File: config.mk
export PLATFORM = sky130hd
export DESIGN_NAME = imm_gen_pipe
export DESIGN_NICKNAME = d
export VERILOG_FILES = /design/src/rtl/imm_gen_pipe.sv
export SDC_FILE = /design/constraint.sdc
export NUM_CORES = 1
export LEC_CHECK = 0
export BUFFER_PORTS_ARGS = -buffer_cell sky130_fd_sc_hd__buf_2
export CAP_MARGIN = 10
export CORE_MARGIN = 4
export CORE_UTILIZATION = 50
export CTS_CLUSTER_DIAMETER = 120
export DETAILED_ROUTE_END_ITERATION = 8
export PLACE_DENSITY = 0.74
export SYNTH_ARGS = -nofsm -noshare
export SYNTH_HDL_FRONTEND = slang
export SYNTH_SLANG_ARGS = --single-unit
File: constraint.sdc
create_clock -name clk -period 7.2 [get_ports clk]
set_input_delay 0 -clock clk [delete_from_list [all_inputs] [get_ports clk]]
set_output_delay 0 -clock clk [all_outputs]
set_load 0.01 [all_outputs]
File: src/rtl/imm_gen_pipe.sv
`default_nettype none
// ============================================================================
// Module      : imm_gen_pipe
// Description : Immediate generator with a registered 2-entry skid buffer.
//               Each accepted instruction is decoded on the input side
//               (format, sign/zero-extended immediate, illegal flag).
//               The decoded result is then held in a valid/ready buffer that
//               sustains one instruction per cycle.
//               Optional macro IMM_GEN_FP_EN adds the FP load/store/arith
//               opcodes to the legal set and enables out_imm_fp.
// Ports       : clk, rst (async, active-high), flush (sync discard)
//               in_valid/in_ready/in_instr/in_sel  - upstream handshake
//               out_valid/out_ready                - downstream handshake
//               out_instr/out_imm_int/out_imm_fp/out_fmt/out_illegal - payload
// Revision    : 1.0 - initial release
// ============================================================================
module imm_gen_pipe #(
    parameter int XLEN = 32
) (
    input  logic            clk,
    input  logic            rst,
    input  logic            flush,
    input  logic            in_valid,
    output logic            in_ready,
    input  logic [31:0]     in_instr,
    input  logic [1:0]      in_sel,
    output logic            out_valid,
    input  logic            out_ready,
    output logic [31:0]     out_instr,
    output logic [XLEN-1:0] out_imm_int,
    output logic [XLEN-1:0] out_imm_fp,
    output logic [2:0]      out_fmt,
    output logic            out_illegal
);

    // Format codes presented on out_fmt
    localparam logic [2:0] c_FMT_NONE = 3'd0;
    localparam logic [2:0] c_FMT_I    = 3'd1;
    localparam logic [2:0] c_FMT_S    = 3'd2;
    localparam logic [2:0] c_FMT_B    = 3'd3;
    localparam logic [2:0] c_FMT_U    = 3'd4;
    localparam logic [2:0] c_FMT_J    = 3'd5;
    localparam logic [2:0] c_FMT_Z    = 3'd6;

    // Integer opcodes
    localparam logic [6:0] c_OP_BRANCH = 7'b1100011;
    localparam logic [6:0] c_OP_JAL    = 7'b1101111;
    localparam logic [6:0] c_OP_JALR   = 7'b1100111;
    localparam logic [6:0] c_OP_IMM    = 7'b0010011;
    localparam logic [6:0] c_OP_LOAD   = 7'b0000011;
    localparam logic [6:0] c_OP_STORE  = 7'b0100011;
    localparam logic [6:0] c_OP_LUI    = 7'b0110111;
    localparam logic [6:0] c_OP_AUIPC  = 7'b0010111;
    localparam logic [6:0] c_OP_SYSTEM = 7'b1110011;
    localparam logic [6:0] c_OP_IMM32  = 7'b0011011;
    localparam logic [6:0] c_OP_REG    = 7'b0110011;
    localparam logic [6:0] c_OP_REG32  = 7'b0111011;

`ifdef IMM_GEN_FP_EN
    localparam logic       c_FP_EN     = 1'b1;
    localparam logic [6:0] c_OP_FLW    = 7'b0000111;
    localparam logic [6:0] c_OP_FSW    = 7'b0100111;
    localparam logic [6:0] c_OP_FP     = 7'b1010011;
    localparam logic [6:0] c_OP_FMADD  = 7'b1000011;
    localparam logic [6:0] c_OP_FMSUB  = 7'b1000111;
    localparam logic [6:0] c_OP_FNMSUB = 7'b1001011;
    localparam logic [6:0] c_OP_FNMADD = 7'b1001111;
`else
    localparam logic       c_FP_EN     = 1'b0;
`endif

    // Buffer occupancy states
    localparam logic [1:0] c_EMPTY = 2'd0;
    localparam logic [1:0] c_ONE   = 2'd1;
    localparam logic [1:0] c_TWO   = 2'd2;

    // Entry layout: {instr, imm_int, imm_fp, fmt, illegal}
    localparam int c_PW = 32 + 2 * XLEN + 3 + 1;

    logic [6:0]      w_opcode;
    logic [2:0]      w_fmt;
    logic            w_illegal;
    logic [31:0]     w_imm32;
    logic [XLEN-1:0] w_imm;
    logic [XLEN-1:0] w_imm_int;
    logic [XLEN-1:0] w_imm_fp;
    logic [c_PW-1:0] w_entry;

    logic [1:0]      r_state;
    logic [1:0]      w_state_nxt;
    logic [c_PW-1:0] r_head;
    logic [c_PW-1:0] r_skid;
    logic            w_in_fire;
    logic            w_out_fire;
    logic            w_load_head_in;
    logic            w_load_head_skid;
    logic            w_load_skid;

    // ------------------------------------------------------------------
    // Decode
    // ------------------------------------------------------------------
    assign w_opcode = in_instr[6:0];

    always_comb begin : p_format
        w_fmt     = c_FMT_NONE;
        w_illegal = 1'b0;
        case (w_opcode)
            c_OP_BRANCH: w_fmt = c_FMT_B;
            c_OP_JAL:    w_fmt = c_FMT_J;
            c_OP_JALR,
            c_OP_IMM,
            c_OP_LOAD:   w_fmt = c_FMT_I;
            c_OP_STORE:  w_fmt = c_FMT_S;
            c_OP_LUI,
            c_OP_AUIPC:  w_fmt = c_FMT_U;
            // CSR immediate forms carry funct3[2]=1 and use rs1 as zimm
            c_OP_SYSTEM: w_fmt = in_instr[14] ? c_FMT_Z : c_FMT_I;
            c_OP_IMM32: begin
                if (XLEN == 64) begin
                    w_fmt = c_FMT_I;
                end else begin
                    w_illegal = 1'b1;
                end
            end
            c_OP_REG:    w_illegal = 1'b0;
            c_OP_REG32:  w_illegal = (XLEN != 64);
`ifdef IMM_GEN_FP_EN
            c_OP_FLW:    w_fmt = c_FMT_I;
            c_OP_FSW:    w_fmt = c_FMT_S;
            c_OP_FP,
            c_OP_FMADD,
            c_OP_FMSUB,
            c_OP_FNMSUB,
            c_OP_FNMADD: w_illegal = 1'b0;
`endif
            default:     w_illegal = 1'b1;
        endcase
    end

    always_comb begin : p_imm
        w_imm32 = '0;
        case (w_fmt)
            c_FMT_I: w_imm32 = {{20{in_instr[31]}}, in_instr[31:20]};
            c_FMT_S: w_imm32 = {{20{in_instr[31]}}, in_instr[31:25], in_instr[11:7]};
            c_FMT_B: w_imm32 = {{19{in_instr[31]}}, in_instr[31], in_instr[7],
                                in_instr[30:25], in_instr[11:8], 1'b0};
            c_FMT_U: w_imm32 = {in_instr[31:12], 12'h000};
            c_FMT_J: w_imm32 = {{11{in_instr[31]}}, in_instr[31], in_instr[19:12],
                                in_instr[20], in_instr[30:21], 1'b0};
            c_FMT_Z: w_imm32 = {27'd0, in_instr[19:15]};
            default: w_imm32 = '0;
        endcase
    end

    // Bit 31 of w_imm32 already holds the sign (0 for zimm), so widening to
    // XLEN is a plain replication of that bit.
    generate
        if (XLEN > 32) begin : g_sext_wide
            assign w_imm = {{(XLEN-32){w_imm32[31]}}, w_imm32};
        end else begin : g_sext_narrow
            assign w_imm = w_imm32;
        end
    endgenerate

    assign w_imm_int = in_sel[0] ? w_imm : '0;
    assign w_imm_fp  = (c_FP_EN && in_sel[1]) ? w_imm : '0;
    assign w_entry   = {in_instr, w_imm_int, w_imm_fp, w_fmt, w_illegal};

    // ------------------------------------------------------------------
    // Skid buffer control
    // ------------------------------------------------------------------
    assign in_ready   = (r_state != c_TWO) && !rst;
    assign out_valid  = (r_state != c_EMPTY);
    assign w_in_fire  = in_valid && in_ready;
    assign w_out_fire = out_valid && out_ready;

    always_ff @(posedge clk or posedge rst) begin : p_state
        if (rst) begin
            r_state <= c_EMPTY;
        end else begin
            r_state <= w_state_nxt;
        end
    end

    always_comb begin : p_next
        w_state_nxt      = r_state;
        w_load_head_in   = 1'b0;
        w_load_head_skid = 1'b0;
        w_load_skid      = 1'b0;
        if (flush) begin
            // Flush wins over both handshakes; any same-cycle input is lost
            w_state_nxt = c_EMPTY;
        end else begin
            case (r_state)
                c_EMPTY: begin
                    if (w_in_fire) begin
                        w_state_nxt    = c_ONE;
                        w_load_head_in = 1'b1;
                    end
                end
                c_ONE: begin
                    case ({w_in_fire, w_out_fire})
                        2'b11: w_load_head_in = 1'b1;
                        2'b10: begin
                            w_state_nxt = c_TWO;
                            w_load_skid = 1'b1;
                        end
                        2'b01: w_state_nxt = c_EMPTY;
                        default: w_state_nxt = c_ONE;
                    endcase
                end
                c_TWO: begin
                    // in_ready is low here, so only the drain path exists
                    if (w_out_fire) begin
                        w_state_nxt      = c_ONE;
                        w_load_head_skid = 1'b1;
                    end
                end
                default: w_state_nxt = c_EMPTY;
            endcase
        end
    end

    always_ff @(posedge clk or posedge rst) begin : p_payload
        if (rst) begin
            r_head <= '0;
            r_skid <= '0;
        end else begin
            if (w_load_head_in) begin
                r_head <= w_entry;
            end else if (w_load_head_skid) begin
                r_head <= r_skid;
            end
            if (w_load_skid) begin
                r_skid <= w_entry;
            end
        end
    end

    assign {out_instr, out_imm_int, out_imm_fp, out_fmt, out_illegal} = r_head;

endmodule
`default_nettype wire
==> flow_summary.toml <==
[synth]
synth_top_family_by_area = "simple AND/OR/NAND/NOR gates"
async_flop_share_pct = 100
synthXorXnorAreaFrac_pct = 0
syn-cell-area_um2 = 6560
yosysSeqAreaShare_pct = 52.7
syn_avg_cell_area_um2 = 9.74
synth_mux_area_share_pct = 5.04
syn-instance-count = 673
synth_edf_count = 0
yosys.area_share.simple_pct = 18.3
synth_fa_ha_area_share_pct = 0.382
synth-seq-cells = 138
synth_cell_types = 56
ys.warnings.count = 0
synth-main-ff-cell = "dfrtp_1"
synth_compound_area_share_pct = 16.4
yosys.area.top_type = "dfrtp_1"
synth.top_cell.area_share_pct = 52.7
ys_top_cells_by_area = "dfrtp_1 (53%), nand2_1 (12%), mux2i_1 (5.0%)"

[global_route]
antenna_found_initial = 0
gr-total-overflow = 0
track_usage_pct = 24.8
grt_pass1_vias = 5547
grt_max_degree = 75
grt_pass1_wl_um = 28700

[sta]
fin_crit_sh_pct = 44.7
rsz0062_at_grt = "false"
fmax_mhz = 311
hold_viol = 0
setup_tns_ps = 0
setup_viol = 0
relSlewSlack_pct = 36.0
finalCriticalPeriod_ps = 3220
tightest_slew_ps = 957
finalClockSkew_ps = 7.27
drv_slew = 0
setup_ws_ps = 3980
holdWs_ps = 26.0

[layout]
fin_nets = 838
layout-drive-gt1-share_pct = 20.4
final_common_cell = "nand2_1"
final_cell_area_um2 = 7950
fill_cells = 1063
antenna_cells = 0
final_cell_mix = "nand2_1 (212), dfrtp_1 (138), buf_2 (107)"
area_delta_synth_final_pct = 21.2

[floorplan]
row_count = 41
die_area_um2 = 15000
ios = 141
die_y_um = 123
core_region_area_um2 = 12700
start_util_pct = 51.5
die_w_um = 123

[setup_path]
arrival_ps = 3550
crit_path_end_kind = "flip-flop"
startpoint_type = "flip-flop"
cp.required_ps = 7530
rr_startpoint = "r_state[0]$_DFFE_PP0P_"
path_class = "reg -> reg"
crit_path_start = "r_state[0]$_DFFE_PP0P_"
crit_fanout = 59
rrSetupSlack_ps = 3980

[placed_design]
place_congestion = 0.870
place_hpwl_um = 11200
placed_area_um2 = 7040
post-place-ws_ps = 4050
port_buffers = 107

[clock_tree]
holdBufCountCts = 33
clk_latency_ps = 420
cts_buffers = 17
cts_tree = "yes"
htree_num_levels = 4
clk_pin_slew_ps = 60
cts_resized = 0
cts_buffer_depth = 2
post_cts_buffers = 0
clock_sinks = 138
root_buffer = "clkbuf_16"

[drt]
drt_iter0_drc = 512
vias_per_cell = 5.69
wirelength_um = 17900
vias = 5581
wire_per_inst_um = 18.2
drc = 0
drtAntennaViolNets = 0
drt_first_pass_iters = 5

[worst_hold_path]
worstHoldPathType = "in -> reg"
min_from = "out_ready"

[pwr]
ir_drop_mv = 0.151
power.density_nw_per_um2 = 262
p_leak_nw = 3.97

[run]
maxCapViolCount = 0

[run_status]
status = "complete, no violations"
==> flip-flops by register name, summed over array words and instances (netlist names) <==
signal   count
r_state      2
r_head      68
r_skid      68
==> kinds of logic (layout without fill, tap and decap cells) <==
| kind of cell | count (synthesis) | count (layout) |
|---|---|---|
| buffers and inverters | 78 | 183 |
| muxes | 33 | 33 |
| adders and majority gates | 2 | 2 |
| DFF | 138 | 138 |
| and+or+nand+nor | 272 | 272 |
| AOI/OAI and AO/OA | 149 | 149 |
| other | 1 | 32 |
==> path summary, 6_finish.rpt <==
kind | endpoint | cells after the start
setup reg to reg | r_head[45]$_DFFE_PP0P_ | 9
hold / removal | r_state[1]$_DFFE_PP0P_ | 4
hold reg to reg | r_head[77]$_DFFE_PP0P_ | 2
setup / recovery | r_head[45]$_DFFE_PP0P_ | 9
max in group asynchronous | r_head[37]$_DFFE_PP0P_ | 4
min in group asynchronous | r_state[1]$_DFFE_PP0P_ | 3
==> through the flow <==
| step | utilization, % | std cells | power [mW] |
|---|---|---|---|
| floorplan | - | 704 | 1.12 |
| global placement | 55.4 | 917 | 1.21 |
| detailed placement | 55.4 | 917 | 1.22 |
| CTS | 62.5 | 981 | 2.09 |
| global route | 62.5 | 981 | 2.18 |
| finish | 62.5 | 981 | 2.08 |
==> layer usage <==
layer	global-route usage, %	vias up	wire (µm)
li1	-	2529	-
met1	32.4	2753	7380
met2	40.6	270	8740
met3	6.54	29	1430
met4	7.91	0	334
met5	0	-	0
==> cell type report <==
cell class                      instances  area (µm²)  area share, %
Sequential cell                       138        3450           43.5
Multi-Input combinational cell        488        2760           34.8
Timing Repair Buffer                  147         918           11.6
Clock buffer                           18         429           5.40
Tap cell                              172         215           2.71
Clock inverter                         13         145           1.83
Inverter                                5        21.3          0.268
==> where the power goes <==
part | internal, mW | leakage (nW) | total (mW) | switching [mW]
registers | 0.880 | 1.83 | 0.940 | 0.0601
clock network | 0.511 | 0.274 | 0.855 | 0.344
logic | 0.114 | 1.87 | 0.289 | 0.176
total | 1.51 | 3.97 | 2.08 | 0.580
==> cell usage after synthesis (3+ instances only) <==
master / instances
a21oi_1: 18
a221oi_1: 12
a22o_1: 10
a22oi_1: 40
and3_1: 4
buf_2: 21
buf_4: 35
clkbuf_1: 14
dfrtp_1: 138
inv_1: 5
mux2i_1: 33
nand2_1: 212
nand2b_1: 3
nand3_1: 7
nand4_1: 3
nor2_1: 13
nor2b_1: 4
nor3_1: 3
o21ai_0: 21
o21ai_1: 10
o22ai_1: 17
o2bb2ai_1: 6
==> critical path, stage by stage (launching register included) <==
cell	delay, ps
dfrtp_1	470
and2b_1	260
nor2b_1	190
ha_1	170
nand2_1	130
a21boi_4	150
buf_4	600
nand4_2	590
nor2_4	380
o2bb2ai_1	170
No activity file was read; power rests on OpenSTA's default activity.
